<file path="config.mk">
export PLATFORM = sky130hd
export DESIGN_NAME = data_island_scheduler
export DESIGN_NICKNAME = d
export VERILOG_FILES = /design/src/rtl/data_island_scheduler.sv
export SDC_FILE = /design/constraint.sdc
export NUM_CORES = 1
export LEC_CHECK = 0
export ABC_AREA = 1
export CAP_MARGIN = 30
export CORE_MARGIN = 4
export CORE_UTILIZATION = 35
export CTS_BUF_LIST = sky130_fd_sc_hd__clkbuf_2 sky130_fd_sc_hd__clkbuf_4 sky130_fd_sc_hd__clkbuf_8
export CTS_CLUSTER_SIZE = 24
export DETAILED_ROUTE_END_ITERATION = 8
export GPL_TIMING_DRIVEN = 0
export MAX_ROUTING_LAYER = met4
export PLACE_DENSITY = 0.65
export SLEW_MARGIN = 20
export SYNTH_ARGS = -nofsm -noshare
export SYNTH_HDL_FRONTEND = slang
export SYNTH_SLANG_ARGS = --single-unit
</file>
<file path="constraint.sdc">
create_clock -name clk_pixel -period 5.2 [get_ports clk_pixel]
set_input_delay 1.56 -clock clk_pixel [delete_from_list [all_inputs] [get_ports clk_pixel]]
set_output_delay 1.56 -clock clk_pixel [all_outputs]
set_load 0.03 [all_outputs]
</file>
<file path="src/rtl/data_island_scheduler.sv">
// data_island_scheduler
//   Places one HDMI data island inside the horizontal blanking of a line:
//   4 control pixels, 8-pixel preamble, 2-pixel leading guard, up to
//   MAX_PACKETS 32-pixel packets, 2-pixel trailing guard, leaving
//   TAIL_RESERVE blanking pixels free after the trailing guard.
//   All outputs are registered. The next state is computed one pixel ahead,
//   so each output lands on the pixel offset it belongs to. Offset 0 is the
//   pixel that carries line_start.
// Ports
//   clk_pixel            in   pixel clock
//   reset_n              in   asynchronous active-low reset
//   line_start           in   first blanking pixel of a line
//   blank_length[11:0]   in   blanking pixels, sampled with line_start
//   island_enable        in   island permission, sampled with line_start
//   data_preamble        out  preamble period
//   data_guard           out  leading/trailing guard band
//   data_island          out  packet period
//   packet_enable        out  one-pixel pulse: latch the next packet
//   packet_pixel_counter out  pixel index inside the current packet
//   packet_count[4:0]    out  packets started in the current island
module data_island_scheduler #(
  parameter int MAX_PACKETS  = 18,
  parameter int TAIL_RESERVE = 22
) (
  input  logic        clk_pixel,
  input  logic        reset_n,
  input  logic        line_start,
  input  logic [11:0] blank_length,
  input  logic        island_enable,
  output logic        data_preamble,
  output logic        data_guard,
  output logic        data_island,
  output logic        packet_enable,
  output logic [4:0]  packet_pixel_counter,
  output logic [4:0]  packet_count
);

  // Shortest blanking that still fits one packet plus the tail reserve.
  localparam logic [13:0] MIN_BLANK = 14'(48 + TAIL_RESERVE);
  localparam logic [4:0]  MAX_PK    = 5'(MAX_PACKETS);

  typedef enum logic [2:0] {
    IDLE,
    LEAD_CTRL,
    PREAMBLE,
    LEAD_GUARD,
    PACKET,
    TRAIL_GUARD
  } state_t;

  state_t      state_r, state_s;
  logic [4:0]  cnt_r, cnt_s;       // offset in lead-in, pixel in packet, cycle in trail
  logic [11:0] blank_r, blank_s;   // blanking length latched for this line
  logic        more_r, more_s;     // another packet follows the current one
  logic [4:0]  count_s;
  logic        enable_s;
  logic [13:0] need_s;             // blanking needed to start one more packet

  // After packet_count packets, one more fits when the blanking reaches
  // 48 + TAIL_RESERVE + 32 * packet_count.
  assign need_s = MIN_BLANK + {4'b0000, packet_count, 5'b00000};

  // Next-state logic; the computed values describe the following pixel.
  always_comb begin
    state_s  = state_r;
    cnt_s    = cnt_r;
    blank_s  = blank_r;
    more_s   = more_r;
    count_s  = packet_count;
    enable_s = 1'b0;
    if (line_start) begin
      // A new line always re-evaluates, aborting any island in flight.
      blank_s = blank_length;
      more_s  = 1'b0;
      if (island_enable && ({2'b00, blank_length} >= MIN_BLANK)) begin
        state_s = LEAD_CTRL;
        cnt_s   = 5'd1;
        count_s = 5'd0;
      end else begin
        state_s = IDLE;
        cnt_s   = 5'd0;
      end
    end else begin
      case (state_r)
        IDLE: begin
          cnt_s = 5'd0;
        end
        LEAD_CTRL: begin
          cnt_s = cnt_r + 5'd1;
          if (cnt_r == 5'd3) begin
            state_s = PREAMBLE;
          end else begin
            state_s = LEAD_CTRL;
          end
        end
        PREAMBLE: begin
          cnt_s = cnt_r + 5'd1;
          if (cnt_r == 5'd11) begin
            state_s = LEAD_GUARD;
          end else begin
            state_s = PREAMBLE;
          end
        end
        LEAD_GUARD: begin
          if (cnt_r == 5'd12) begin
            // Offset 13: request the first packet.
            cnt_s    = 5'd13;
            enable_s = 1'b1;
            count_s  = packet_count + 5'd1;
          end else begin
            state_s = PACKET;
            cnt_s   = 5'd0;
          end
        end
        PACKET: begin
          cnt_s = cnt_r + 5'd1;  // wraps 31 -> 0 between packets
          if (cnt_r == 5'd30) begin
            // Decide now so packet_enable lands on the last packet pixel.
            if ((packet_count < MAX_PK) && ({2'b00, blank_r} >= need_s)) begin
              more_s   = 1'b1;
              enable_s = 1'b1;
              count_s  = packet_count + 5'd1;
            end else begin
              more_s = 1'b0;
            end
          end else if (cnt_r == 5'd31) begin
            if (more_r) begin
              state_s = PACKET;
            end else begin
              state_s = TRAIL_GUARD;
              cnt_s   = 5'd0;
            end
          end else begin
            more_s = more_r;
          end
        end
        TRAIL_GUARD: begin
          if (cnt_r == 5'd1) begin
            state_s = IDLE;
            cnt_s   = 5'd0;
          end else begin
            cnt_s = cnt_r + 5'd1;
          end
        end
        default: begin
          state_s = IDLE;
          cnt_s   = 5'd0;
        end
      endcase
    end
  end

  // State and registered outputs derived from the next state.
  always_ff @(posedge clk_pixel or negedge reset_n) begin
    if (!reset_n) begin
      state_r              <= IDLE;
      cnt_r                <= 5'd0;
      blank_r              <= 12'd0;
      more_r               <= 1'b0;
      data_preamble        <= 1'b0;
      data_guard           <= 1'b0;
      data_island          <= 1'b0;
      packet_enable        <= 1'b0;
      packet_pixel_counter <= 5'd0;
      packet_count         <= 5'd0;
    end else begin
      state_r              <= state_s;
      cnt_r                <= cnt_s;
      blank_r              <= blank_s;
      more_r               <= more_s;
      data_preamble        <= (state_s == PREAMBLE);
      data_guard           <= (state_s == LEAD_GUARD) || (state_s == TRAIL_GUARD);
      data_island          <= (state_s == PACKET);
      packet_enable        <= enable_s;
      packet_pixel_counter <= (state_s == PACKET) ? cnt_s : 5'd0;
      packet_count         <= count_s;
    end
  end

endmodule

</file>
==> results.yml, run 1 <==
outcome:
  status: "complete, no violations"
detailed_routing:
  drcViolationCount: 0
  vias: 1643
  ant_nets: 0
  vias_per_cell: 4.441
  drt-wirelength-per-cell_um: 10.88
  drtIter0Drc: 72
  dr.pass1.iters: 4
  drt_wl_total_mm: 4.024
floorplanning:
  die_w_um: 83.42
  initial_core_util: 0.3615
  core_mm2: 0.005507
  rows: 27
  ios: 30
  die_area_mm2: 0.006958
  fp.dieH_um: 83.42
worst_setup_path:
  cp_slowest_cell: "clkdlybuf4s50_1"
  rr_worst_depth: 13
  crit_type: "flop to primary output"
  cpPeakStageDelay_ns: 0.73
  worstReg2RegStart: "packet_count[2]"
  startpoint_type: "flop"
  reg2reg_to: "packet_count[0]"
  crit_family: "buffers and inverters"
  r2r_slack_ns: 3.17
  required_ns: 3.64
  cp-end-kind: "primary output"
  cp.arrival_ns: 1.49
  worst-path-buf-inv: 1
  worst-path-max-fanout: 7
  cp_cell_sequence: "clkdlybuf4s50_1"
clock_network:
  cts_setup_buffers: 0
  cts_hold_buf: 0
  cts_made_buffers: 5
  insertion_delay_ns: 0.28
  cts_resized: 0
  cts_tree: "yes"
  clock_path_buffers: 2
  cts_sinks: 34
  cts-root-buf: "clkbuf_8"
  cts-htree-levels: 2
  path_clk_slew_ns: 0.07
synth:
  yosysWarnings: 0
  syn_nets: 293
  postSynthCellCount: 263
  syn-cell-area_mm2: 0.001991
  ys_types: 27
  ys_seq_area_frac: 0.4274
  ys_ff_latch: 34
  avgSynthCellArea_um2: 7.569
timing:
  whs_ns: 0.4789
  period_needed_ns: 3.046
  slew_viol_final: 0
  period_share: 0.5858
  finalHoldViolCount: 0
  setup_viol: 0
  worst_slew_pin_slew_ns: 0.4059
  slew_headroom: 0.7294
  finClkSkew_ns: 0.004231
  rsz0062_at_grt: "false"
  fin_setup_tns_ns: 0
  fmax_mhz: 328.3
place:
  dp_cells: 363
  dp_hpwl_mm: 3.153
  place.gp.congestion: 0.8735
  port_buffers: 27
global_route:
  grt_max_degree: 22
  grt_usage: 0.1254
  grt-busiest-layer: "met2"
  grt_use_met3: 0.02579
  grtUsageMet2: 0.2019
  antenna_found_initial: 0
  grt_pass1_wl_mm: 7.031
  grtUsageMet1: 0.1588
  grt_pass1_vias: 1589
  grt.overflow.total: 0
final_layout:
  nets: 328
  drive_gt1_frac: 0.09060
  diodes: 0
  syn2layout_area_growth_pct: 23.44
  final_cells: 370
job:
  max-cap-violations: 0
hold_path:
  worstHoldEndpoint: "blank_r[8]"
  worstHoldPathCells: 2
  min_from: "blank_r[8]"
  hold_path_class: "flop to flop"
pwr:
  power.total_w: 0.0006181
  p_leak_nw: 1.278
  ir_drop_mv: 0.09175
  p_per_area_mw_per_mm2: 251.5
tightest hold or removal path, delay by kind of cell (launching register included):
family,cells,cell delay [ns]
simple gates,2,0.10
flops,1,0.35
area by class of cell:
type / instances / area, um2
fill: 544 / 3049
tap: 72 / 90.09
clock buffer: 7 / 83.83
inverter: 40 / 150.1
buffer: 5 / 21.27
sequential: 34 / 850.8
timing repair buffer: 28 / 292.8
multi-input combinational: 184 / 968.4
flip-flops by register name (all words and copies together), names as in the netlist:
| signal | cells |
|---|---|
| data_guard | 1 |
| cnt_r | 5 |
| more_r | 1 |
| packet_count | 5 |
| packet_pixel_counter | 5 |
| blank_r | 11 |
| state_r | 3 |
| data_island | 1 |
| packet_enable | 1 |
| data_preamble | 1 |
routing by layer:
metal	routed length, um	share of wire
met1	1961	0.49
met5	0	0
met2	1845	0.46
met3	153	0.038
met4	64	0.016
how the worst max path moves through the flow:
stage / depth (start not counted) / slack, ns / start / end
finish: 1 / 2.15 / packet_count[0] / packet_count[0]
global placement: 1 / 1.82 / reset_n / packet_pixel_counter[2]
floorplan: 7 / 2.76 / line_start / packet_count[2]
detailed placement: 10 / 2.20 / blank_length[2] / packet_count[1]
global route: 1 / 2.10 / packet_count[2] / packet_count[2]
CTS: 1 / 2.14 / packet_count[2] / packet_count[2]
per-stage QoR:
| step | cell area [um2] | util | setup slack [ns] |
|---|---|---|---|
| 6_report | 2457 | 0.4463 | 2.154 |
| 5_1_grt | 2457 | 0.4463 | 2.099 |
| 4_1_cts | 2457 | 0.4463 | 2.143 |
| 3_5_place_dp | 2374 | 0.4310 | 2.204 |
| 3_3_place_gp | 2351 | 0.4269 | 1.816 |
| 2_1_floorplan | 1991 | - | 2.763 |
synthesized netlist by cell type:
library cell  number  area share
o211ai_1           1      0.0038
buf_2              1      0.0025
a21boi_1           1      0.0038
xnor2_1            3       0.013
clkinv_1           2      0.0038
inv_2              4      0.0075
nand3_4            1      0.0088
ha_1              14       0.088
nand2_1           76        0.14
o21ai_0           11       0.028
and2_1             1      0.0031
nand2_2            7       0.022
or2_0              1      0.0031
clkbuf_1           3      0.0057
nor3_1             1      0.0025
nand2_4            2       0.011
xor2_1             2      0.0088
nor2_2             1      0.0031
nor2_1            30       0.057
dfrtp_1           34        0.43
a211oi_1           1      0.0038
inv_1             34       0.064
a21oi_4            1      0.0082
a21oi_1            3      0.0075
clkbuf_2           1      0.0025
o21ai_1            1      0.0025
nand3_1           26       0.065
power by group:
group          internal (W)  total (W)  leakage, nW  switching, W
sequential         0.000280   0.000296        0.449     0.0000162
combinational     0.0000544   0.000129        0.784     0.0000745
clock              0.000103   0.000193       0.0452     0.0000907
cells in the final DEF (no fill, tap or decap):
master	n
a21oi_1	3
nand2_2	7
clkbuf_1	3
inv_2	4
ha_1	14
xnor2_1	3
nor2_1	30
inv_1	34
clkbuf_2	1
xor2_1	2
clkdlybuf4s50_1	26
dfrtp_1	34
a21boi_1	1
o211ai_1	1
nand2_4	2
o21ai_0	11
and2_1	1
o21ai_1	1
buf_2	2
a21oi_4	1
nor3_1	1
clkbuf_8	5
nand2_1	76
clkinv_1	2
a211oi_1	1
clkbuf_4	2
buf_16	1
nand3_4	1
or2_0	1
nor2_2	1
nand3_1	26
cells by family after synthesis:
kind of cell / count (synthesis) / share of synthesized area
DFF: 34 / 0.4274
and+or+nand+nor: 146 / 0.3193
AOI/OAI and AO/OA: 19 / 0.05720
xor gates and xnor gates: 5 / 0.02200
adders and majority gates: 14 / 0.08800
buffers and inverters: 45 / 0.08610
(Power assumes the default switching activity.)
==> run 2, diff against run 1 <==
- clock period: 5.2 -> 3.1 ns (I/O delays scaled with it)
==> results of run 2 <==
Same layout as run 1 (identical final DEF). Status: complete, no violations.
Among the figures that moved: setup slack after placement 2.204 ns -> 0.7338 ns; setup slack after layout 2.154 ns -> 0.6836 ns; register-to-register setup slack 3.17 ns -> 1.07 ns; total power 0.0006181 W -> 0.001037 W; worst IR drop on VDD 0.09175 mV -> 0.1539 mV
==> run 3, diff against run 2 <==
- clock period: 3.1 -> 2.3 ns (I/O delays scaled with it)
==> results of run 3 <==
Same layout as run 1 (identical final DEF). Status: complete, no violations.
Among the figures that moved: setup slack after placement 2.204 ns -> 0.1738 ns; setup slack after layout 2.154 ns -> 0.1236 ns; hold slack 0.4789 ns -> 0.3091 ns; register-to-register setup slack 3.17 ns -> 0.27 ns; total power 0.0006181 W -> 0.001397 W; worst IR drop on VDD 0.09175 mV -> 0.2074 mV
